### src/rtl/aes_bridge_pkg.sv
// Shared definitions for the AES block bridge: register map, CTRL/STATUS bit positions,
// FSM state type and the words-per-block helper.
package aes_bridge_pkg;

    localparam logic [2:0] AddrCtrl   = 3'd0;
    localparam logic [2:0] AddrStatus = 3'd1;
    localparam logic [2:0] AddrDin    = 3'd2;
    localparam logic [2:0] AddrDout   = 3'd3;
    localparam logic [2:0] AddrParams = 3'd4;

    localparam int unsigned CtrlRunBit   = 0;
    localparam int unsigned CtrlFlushBit = 1;
    localparam int unsigned CtrlIrqEnBit = 2;

    localparam int unsigned StatInCountLsb  = 0;
    localparam int unsigned StatOutCountLsb = 8;
    localparam int unsigned StatInFullBit   = 16;
    localparam int unsigned StatOutEmptyBit = 17;
    localparam int unsigned StatOverflowBit = 30;
    localparam int unsigned StatUnderflowBit = 31;

    typedef enum logic [1:0] {
        ST_IDLE  = 2'd0,
        ST_RUN   = 2'd1,
        ST_FLUSH = 2'd2
    } bridge_state_e;

    function automatic int unsigned words_per_block(input int unsigned block_w,
                                                    input int unsigned data_w);
        return block_w / data_w;
    endfunction

endpackage

### src/rtl/aes_block_fifo.sv
// Block-wide synchronous FIFO with occupancy count, synchronous clear and simultaneous
// push/pop; a push into a full FIFO is accepted only alongside a pop.
module aes_block_fifo #(
    parameter int unsigned Width = 128,
    parameter int unsigned Depth = 4
) (
    input  logic                     clock,
    input  logic                     resetn,
    input  logic                     flush_i,
    input  logic                     push_i,
    input  logic [Width-1:0]         wdata_i,
    input  logic                     pop_i,
    output logic [Width-1:0]         rdata_o,
    output logic [$clog2(Depth):0]   count_o,
    output logic                     full_o,
    output logic                     empty_o
);

    localparam int unsigned AddrW = $clog2(Depth);
    localparam int unsigned CntW  = AddrW + 1;

    logic [Width-1:0] mem_q [Depth];
    logic [AddrW-1:0] wr_ptr_q, rd_ptr_q;
    logic [CntW-1:0]  count_q;
    logic             push_ok, pop_ok;

    assign full_o  = (count_q == CntW'(Depth));
    assign empty_o = (count_q == '0);
    assign count_o = count_q;
    assign rdata_o = mem_q[rd_ptr_q];

    assign pop_ok  = pop_i && !empty_o;
    assign push_ok = push_i && (!full_o || pop_ok);

    always_ff @(posedge clock) begin
        if (push_ok) begin
            mem_q[wr_ptr_q] <= wdata_i;
        end
    end

    // Depth is a power of two, so the pointers wrap naturally.
    always_ff @(posedge clock) begin
        if (!resetn || flush_i) begin
            wr_ptr_q <= '0;
            rd_ptr_q <= '0;
            count_q  <= '0;
        end else begin
            if (push_ok) wr_ptr_q <= wr_ptr_q + AddrW'(1);
            if (pop_ok)  rd_ptr_q <= rd_ptr_q + AddrW'(1);
            case ({push_ok, pop_ok})
                2'b10:   count_q <= count_q + CntW'(1);
                2'b01:   count_q <= count_q - CntW'(1);
                default: count_q <= count_q;
            endcase
        end
    end

endmodule

### src/rtl/aes_mm_block_bridge.sv
// Avalon-MM slave bridging word-wide bus accesses to a block-wide AES core via in/out FIFOs.
// Optional level interrupt enabled by defining AES_BRIDGE_IRQ_EN.
module aes_mm_block_bridge
    import aes_bridge_pkg::*;
#(
    parameter int unsigned BLOCK_W   = 128,
    parameter int unsigned DATA_W    = 32,
    parameter int unsigned IN_DEPTH  = 4,
    parameter int unsigned OUT_DEPTH = 4
) (
    input  logic               clock,
    input  logic               resetn,
    input  logic               avs_chipselect,
    input  logic [2:0]         avs_address,
    input  logic               avs_read,
    input  logic               avs_write,
    input  logic [DATA_W-1:0]  avs_writedata,
    output logic [DATA_W-1:0]  avs_readdata,
    output logic               core_start,
    output logic [BLOCK_W-1:0] core_in_data,
    output logic               core_in_valid,
    input  logic               core_in_ready,
    input  logic [BLOCK_W-1:0] core_out_data,
    input  logic               core_out_valid,
    output logic               core_out_ready,
    output logic               irq
);

    localparam int unsigned Wpb     = words_per_block(BLOCK_W, DATA_W);
    localparam int unsigned IdxW    = (Wpb > 1) ? $clog2(Wpb) : 1;
    localparam int unsigned InCntW  = $clog2(IN_DEPTH) + 1;
    localparam int unsigned OutCntW = $clog2(OUT_DEPTH) + 1;
    localparam logic [IdxW-1:0] LastIdx = IdxW'(Wpb - 1);

    bridge_state_e      state_q;
    logic               overflow_q, underflow_q, alive_q, ctrl_irq_en_q;
    logic [IdxW-1:0]    wr_idx_q, rd_idx_q;
    logic [BLOCK_W-1:0] din_buf_q, din_block;
    logic [DATA_W-1:0]  readdata_q, rdata;

    logic               wr_en, rd_en, ctrl_wr, status_wr, din_wr, dout_rd;
    logic               flush_req, flushing, running;
    logic               in_push_req, in_push, in_pop, overflow_evt;
    logic               dout_ok, underflow_evt, out_push, out_pop;
    logic [BLOCK_W-1:0] in_head, out_head;
    logic [InCntW-1:0]  in_count;
    logic [OutCntW-1:0] out_count;
    logic               in_full, in_empty, out_full, out_empty;

    // Word 0 occupies the most significant word of a block.
    function automatic int unsigned word_lsb(input logic [IdxW-1:0] idx);
        return (Wpb - 1 - 32'(idx)) * DATA_W;
    endfunction

    assign wr_en     = avs_chipselect && avs_write;
    assign rd_en     = avs_chipselect && avs_read;
    assign ctrl_wr   = wr_en && (avs_address == AddrCtrl);
    assign status_wr = wr_en && (avs_address == AddrStatus);
    assign din_wr    = wr_en && (avs_address == AddrDin);
    assign dout_rd   = rd_en && (avs_address == AddrDout);
    assign flush_req = ctrl_wr && avs_writedata[CtrlFlushBit];
    assign flushing  = (state_q == ST_FLUSH);
    assign running   = (state_q == ST_RUN);

    assign in_push_req  = din_wr && !flushing && (wr_idx_q == LastIdx);
    assign in_pop       = core_in_valid && core_in_ready;
    assign in_push      = in_push_req && (!in_full || in_pop);
    assign overflow_evt = in_push_req && !in_push;

    assign dout_ok       = dout_rd && !flushing && !out_empty;
    assign underflow_evt = dout_rd && !flushing && out_empty;
    assign out_pop       = dout_ok && (rd_idx_q == LastIdx);
    assign out_push      = core_out_valid && core_out_ready;

    assign core_start     = running;
    assign core_in_valid  = running && !in_empty;
    assign core_in_data   = in_head;
    assign core_out_ready = alive_q && !flushing && !out_full;
    assign avs_readdata   = readdata_q;

    always_comb begin
        din_block = din_buf_q;
        din_block[word_lsb(wr_idx_q) +: DATA_W] = avs_writedata;
    end

    always_comb begin
        rdata = '0;
        case (avs_address)
            AddrCtrl: begin
                rdata[CtrlRunBit]   = running;
                rdata[CtrlIrqEnBit] = ctrl_irq_en_q;
            end
            AddrStatus: begin
                rdata[StatInCountLsb +: 8]  = 8'(in_count);
                rdata[StatOutCountLsb +: 8] = 8'(out_count);
                rdata[StatInFullBit]        = in_full;
                rdata[StatOutEmptyBit]      = out_empty;
                rdata[StatOverflowBit]      = overflow_q;
                rdata[StatUnderflowBit]     = underflow_q;
            end
            AddrDout: begin
                if (!out_empty) rdata = out_head[word_lsb(rd_idx_q) +: DATA_W];
            end
            AddrParams: rdata[23:0] = {8'(IN_DEPTH), 8'(OUT_DEPTH), 8'(Wpb)};
            default: rdata = '0;
        endcase
    end

    always_ff @(posedge clock) begin
        if (!resetn) begin
            state_q     <= ST_IDLE;
            overflow_q  <= 1'b0;
            underflow_q <= 1'b0;
            alive_q     <= 1'b0;
            wr_idx_q    <= '0;
            rd_idx_q    <= '0;
            din_buf_q   <= '0;
            readdata_q  <= '0;
        end else begin
            alive_q <= 1'b1;
            if (rd_en) readdata_q <= rdata;

            if (flush_req) begin
                state_q <= ST_FLUSH;
            end else begin
                case (state_q)
                    ST_IDLE:  if (ctrl_wr && avs_writedata[CtrlRunBit]) state_q <= ST_RUN;
                    ST_RUN:   if (ctrl_wr && !avs_writedata[CtrlRunBit]) state_q <= ST_IDLE;
                    default:  state_q <= ST_IDLE;
                endcase
            end

            // A new event wins over a simultaneous write-1-to-clear.
            if (status_wr && avs_writedata[StatOverflowBit])  overflow_q  <= 1'b0;
            if (overflow_evt)                                 overflow_q  <= 1'b1;
            if (status_wr && avs_writedata[StatUnderflowBit]) underflow_q <= 1'b0;
            if (underflow_evt)                                underflow_q <= 1'b1;

            if (flushing) begin
                wr_idx_q <= '0;
                rd_idx_q <= '0;
            end else begin
                if (din_wr) begin
                    din_buf_q <= din_block;
                    wr_idx_q  <= (wr_idx_q == LastIdx) ? '0 : wr_idx_q + IdxW'(1);
                end
                if (dout_ok) begin
                    rd_idx_q <= (rd_idx_q == LastIdx) ? '0 : rd_idx_q + IdxW'(1);
                end
            end
        end
    end

`ifdef AES_BRIDGE_IRQ_EN
    logic irq_q;

    always_ff @(posedge clock) begin
        if (!resetn) begin
            ctrl_irq_en_q <= 1'b0;
            irq_q         <= 1'b0;
        end else begin
            if (ctrl_wr) ctrl_irq_en_q <= avs_writedata[CtrlIrqEnBit];
            irq_q <= ctrl_irq_en_q && ((out_count != '0) || overflow_q || underflow_q);
        end
    end

    assign irq = irq_q;
`else
    assign ctrl_irq_en_q = 1'b0;
    assign irq           = 1'b0;
`endif

    aes_block_fifo #(
        .Width (BLOCK_W),
        .Depth (IN_DEPTH)
    ) u_in_fifo (
        .clock   (clock),
        .resetn  (resetn),
        .flush_i (flushing),
        .push_i  (in_push),
        .wdata_i (din_block),
        .pop_i   (in_pop),
        .rdata_o (in_head),
        .count_o (in_count),
        .full_o  (in_full),
        .empty_o (in_empty)
    );

    aes_block_fifo #(
        .Width (BLOCK_W),
        .Depth (OUT_DEPTH)
    ) u_out_fifo (
        .clock   (clock),
        .resetn  (resetn),
        .flush_i (flushing),
        .push_i  (out_push),
        .wdata_i (core_out_data),
        .pop_i   (out_pop),
        .rdata_o (out_head),
        .count_o (out_count),
        .full_o  (out_full),
        .empty_o (out_empty)
    );

endmodule

### config.mk
export PLATFORM = sky130hd
export DESIGN_NAME = aes_mm_block_bridge
export DESIGN_NICKNAME = d
export VERILOG_FILES = /design/src/rtl/aes_bridge_pkg.sv /design/src/rtl/aes_block_fifo.sv /design/src/rtl/aes_mm_block_bridge.sv
export SDC_FILE = /design/constraint.sdc
export NUM_CORES = 1
export LEC_CHECK = 0
export ABC_AREA = 0
export CORE_ASPECT_RATIO = 1.5
export CORE_MARGIN = 1
export CORE_UTILIZATION = 48
export DETAILED_ROUTE_END_ITERATION = 6
export PLACE_DENSITY_LB_ADDON = 0.3
export SYNTH_ARGS = -nofsm -noshare
export SYNTH_HDL_FRONTEND = slang
export SYNTH_SLANG_ARGS = --single-unit
### constraint.sdc
create_clock -name clock -period 6.1 [get_ports clock]
set_input_delay 1.22 -clock clock [delete_from_list [all_inputs] [get_ports clock]]
set_output_delay 1.22 -clock clock [all_outputs]
set_load 0.05 [all_outputs]
== Word-level counts from Yosys, hierarchy flattened ==
Memory sizes are Yosys's and may differ from the RTL's. A register that Yosys moved wholly into a read port is not among the register bits.
Cells that the tools add are included.

* Register bits: 183
* Bits in writable memories: 1024
* Bits of input ports: 170
* Output and inout bits: 164
* Memories: 2

* Add/sub/neg operators: 13
* Equal/unequal tests: 18
* Shift operators: 3
* Multiplexer cells: 30
* Bitwise logic cells: 2
* Reductions and logical operators: 53

{| class="wikitable"
|+ Memories
! name !! depth !! width !! rd ports !! clocked after memory_dff !! wr ports !! line !! source
|-
| u_in_fifo.mem_q || 4 || 128 || 1 || 1 || 1 || aes_block_fifo.sv:22 || <nowiki>logic [Width-1:0] mem_q [Depth];</nowiki>
|-
| u_out_fifo.mem_q || 4 || 128 || 1 || 1 || 1 || aes_block_fifo.sv:22 ||
|}

{| class="wikitable"
|+ Operators with widths
! kind !! count
|-
| 128-bit bitwise mux || 1
|-
| 32-bit by 34-bit variable shift with 128-bit output, first input constant || 1
|-
| 128-bit by 33-bit indexed part select with 32-bit output || 1
|-
| 32-bit by 34-bit indexed part select with 128-bit output || 1
|-
| 15-bit one-hot mux with 3 select lines || 1
|-
| 32-bit negator with 34-bit output || 1
|-
| 32-bit two-way mux || 1
|-
| 1-bit logical AND || 28
|-
| 2-bit two-way mux || 9
|-
| 2-bit by 1-bit adder with 2-bit output, second input constant || 6
|-
| 3-bit one-hot mux with 2 select lines || 2
|-
| 6-bit one-hot mux with 2 select lines || 1
|-
| 2-bit equality test, second input constant || 5
|-
| 3-bit equality test, second input constant || 3
|-
| 3-bit logical NOT || 3
|-
| 1-bit two-way mux || 9
|-
| 1-bit logical NOT || 8
|-
| 2-bit one-hot mux with 2 select lines || 2
|-
| 2-bit nonzero test || 4
|-
| 3-bit by 1-bit adder with 3-bit output, second input constant || 2
|-
| 2-bit by 1-bit equality test with 1-bit output, second input constant || 3
|-
| 3-bit by 2-bit equality test with 1-bit output, second input constant || 2
|-
| 6-bit two-way mux || 1
|-
| 1-bit one-hot mux with 3 select lines || 2
|-
| 13 further kinds || 22
|}

== Longest topological paths before layout ==
* Depth in word-level cells: 10
* Gate-level depth with buffers: 13
* Mapped depth without buffers: 10

== Cells and area by module ==
A second synthesis with hierarchy kept.

* Cells, all modules: 2316
* Area, all modules: 46276.9 um2

{| class="wikitable"
|+ By module, submodules not included
! module !! times used !! cells an instance !! area each (um2)
|-
| aes_block_fifo || 2 || 723 || 18890.6
|-
| aes_mm_block_bridge || 1 || 870 || 8495.6
|}

== Worst setup path after synthesis ==
Ideal clock, no wire load.

* Path type: input-to-reg
* From: input port avs_address[1]
* To: memory u_in_fifo.mem_q[0][0] (enable)
* Library setup time: 503 ps
* Arrival time: 5050 ps
* Slack: 547 ps
* Stages: 5
* Path buffers: 2
* Cell sequence: clkbuf_1 > nor2b_1 > and3_1 > clkbuf_1 > and3_1

* Cells in the longest elaborated chain, start to end: 8

{| class="wikitable"
|+ Ends and longest elaborated chain
! what !! line !! source
|-
| start: declaration || aes_mm_block_bridge.sv:14 || <nowiki>input logic [2:0] avs_address,</nowiki>
|-
| 3-bit by 2-bit equality test with 1-bit output || aes_mm_block_bridge.sv:59 || <nowiki>assign din_wr = wr_en && (avs_address == AddrDin);</nowiki>
|-
| 1-bit logical AND || aes_mm_block_bridge.sv:59 ||
|-
| 1-bit logical AND (2 in a row) || aes_mm_block_bridge.sv:65 || <nowiki>assign in_push_req = din_wr && !flushing && (wr_idx_q == LastIdx);</nowiki>
|-
| 1-bit logical AND || aes_mm_block_bridge.sv:67 || <nowiki>assign in_push = in_push_req && (!in_full || in_pop);</nowiki>
|-
| 1-bit logical AND || aes_block_fifo.sv:33 || <nowiki>assign push_ok = push_i && (!full_o || pop_ok);</nowiki>
|-
| 1-bit two-way mux || aes_block_fifo.sv:36 || <nowiki>if (push_ok) begin</nowiki>
|-
| 1-bit two-way mux (not written as such) || aes_block_fifo.sv:37 || <nowiki>mem_q[wr_ptr_q] <= wdata_i;</nowiki>
|-
| end: declaration || aes_block_fifo.sv:22 ||
|}

Every way passes these cells.

==> results.cfg <==
[placed_design]
post_dp_cell_area_mm2 = 0.05123
place_ws_ns = 1.852
placed_cells_incl_taps = 4056
portBuffers = 332
dp_hpwl_mm = 66.68
gp_congestion = 0.7922

[synthesis]
ys_warn_count = 0
synth_cell_types = 51
ys_seq_area_frac = 0.7432
syn_nets = 2762
syn_inst = 2574
syn-mean-instance-area_um2 = 18.03
ys_ff_latch = 1211
netlist_area_mm2 = 0.04641
async_flop_share = 0
synth_flop_cell = edfxtp_1
synth_edf_count = 1024

[finish]
final_cell_mix = 1024 x edfxtp_1, 331 x clkdlybuf4s50_1, 286 x nand2_1, 257 x mux4_2, 183 x dfxtp_1
layout-drive-gt1-share = 0.1645
nets = 3085
fin_area_mm2 = 0.05503
final_cells = 4263
mostFrequentLayoutCell = edfxtp_1
post-route-util = 0.5742
area_delta_synth_final_pct = 18.57

[timing]
fin_ws_ns = 1.407
fin_crit_sh = 0.7693
drv_slew = 0
hold_viol_final = 0
rsz0062_at_grt = false
slew-limit-headroom = 0.2595
fin_crit_ns = 4.693
fin_setup_tns_ns = 0
worst_slew_pin_slew_ns = 1.111
finalSetupViolations = 0
max_freq_mhz = 213.1
skew_ns = 0.02293
whs_ns = 0.4835

[floorplanning]
die_x_um = 255.9
die_h_um = 382.8
num_io_pins = 334
start_util = 0.4843
die-area_mm2 = 0.09796
core_mm2 = 0.09583
core.rowCount = 139

[drt]
postRouteAntennaNets = 0
vias = 24410
drt-initial-drc-count = 1952
drt_wl_total_mm = 106.3
viasPerCell = 5.726
first_pass_iters = 7
drcViolationCount = 0
routedWlPerCell_um = 24.93

[clocking]
cts_sinks = 1211
cts-hold-fix-buffers = 0
cts_resized = 0
cts-htree-levels = 3
numCtsBuffers = 108
path_clk_slew_ns = 0.07
cts_setup_buffers = 0
insertion_delay_ns = 0.72
clockBufferDepth = 3
cts-root-buf = clkbuf_16
cts_tree = yes

[worst_setup_path]
cp.arrival_ns = 3.47
r2r_end = u_in_fifo.mem_q[3][65]
worstSetupEndpointType = output port
rrSetupSlack_ns = 3.04
r2r_cells = 5
critical_path_class = reg2out
r2r-start = wr_idx_q[0]
path_max_fanout = 40
critPathRequiredTime_ns = 4.88
start_kind = register

[hold_path]
holdCritPathClass = reg2reg
min_path_cells = 1
min_to = avs_readdata[29]
worstHoldStart = avs_readdata[29]

[job]
maxCapViolations = 0

[outcome]
status = completed

[global_route]
antenna_found_initial = 15
grt_max_degree = 259
overflow = 0
grt_pass1_vias = 24910
grt_use_total = 0.2181
grt_pass1_wl_mm = 158.6

[pwr]
combPwrFrac = 0.031
seq_power_share = 0.543
intPower_mw = 13.32
p_sw_mw = 3.400
vdd_ir_drop_max_mv = 0.2716
p_per_area_mw_per_mm2 = 303.8
clockPowerShare = 0.426
p_leak_nw = 19.07
swShare = 0.2034
finalPower_mw = 16.72
## worst max-delay path by stage
stage | start | cells past startpoint | to
after floorplan | avs_address[1] | 5 | u_in_fifo.mem_q[0][0]
after global placement | avs_chipselect | 9 | u_out_fifo.count_o[2]
after detailed placement | avs_address[0] | 5 | u_in_fifo.mem_q[3][108]
after CTS | register | 3 | core_in_data[115]
after global routing | register | 3 | core_in_data[115]
final | register | 3 | core_in_data[115]
## cells in the mapped netlist, drive strengths merged, types with 8 or more instances
library cell,number,share of area
edfxtp,1024,0.66
nand2,286,0.023
mux4,257,0.12
dfxtp,187,0.081
inv,144,0.012
o21ai,144,0.016
o211a,130,0.028
clkbuf,112,0.0091
a22oi,48,0.0078
buf,41,0.0045
nor2,27,0.0022
a22o,23,0.0043
ha,16,0.0043
mux2i,14,0.0030
nor3,12,0.0013
a21oi,9,0.00097
nand3,9,0.00097
nor2b,8,0.0011
## logic make-up (layout without fill, tap and decap cells)
| kind of cell | Yosys count | in the layout | synth area share |
|---|---|---|---|
| simple gates | 383 | 383 | 0.03499 |
| compound gates | 382 | 382 | 0.06136 |
| xor+xnor | 8 | 8 | 0.001510 |
| mux | 274 | 274 | 0.1285 |
| flops | 1211 | 1211 | 0.7432 |
| other cells | 1 | 4 | 0.00008080 |
| fa+ha+maj | 18 | 18 | 0.005176 |
| buf+inv | 297 | 714 | 0.02523 |
## worst max-delay path, stage by stage (launching register included)
cell and delay [ns]:
dfxtp_4 0.85, buf_12 0.42, mux4_2 0.67, clkdlybuf4s50_1 0.75
## flip-flops by register name, indices dropped and copies added, names as in the netlist, 2 cells and up, named ones only
signal / count
avs_readdata: 32
din_buf_q: 128
rd_idx_q: 2
state_q: 2
u_in_fifo.count_o: 3
u_in_fifo.mem_q: 512
u_in_fifo.rd_ptr_q: 2
u_in_fifo.wr_ptr_q: 2
u_out_fifo.count_o: 3
u_out_fifo.mem_q: 512
u_out_fifo.rd_ptr_q: 2
u_out_fifo.wr_ptr_q: 2
wr_idx_q: 2
## per-layer routing
layer  track usage  wire length (um)  share of wire
met1        0.2634             39630           0.37
met2        0.3793             54950           0.52
met3       0.05001              7908          0.074
met4       0.08538              3646          0.034
met5             0               154         0.0014
## final cells by class
class	instances	area (um2)
diodes	3	7.507
clock buffers	138	2927
clock inverters	66	864.6
fillers	7018	40800
inverters	144	540.5
multi-input cells	1066	10840
flip-flops and latches	1211	34510
well taps	1269	1588
repair buffers	366	3751
## power by group through the flow
stage | clock (mW) | combinational (mW) | sequential, mW
4_1_cts | 7.25 | 0.523 | 9.07
5_1_grt | 7.54 | 0.554 | 9.07
2_1_floorplan | 0 | 0.211 | 9.26
6_report | 7.13 | 0.518 | 9.07
3_5_place_dp | 0 | 0.521 | 9.25
3_3_place_gp | 0 | 0.498 | 9.24
Power figures use the tool's default switching activity.
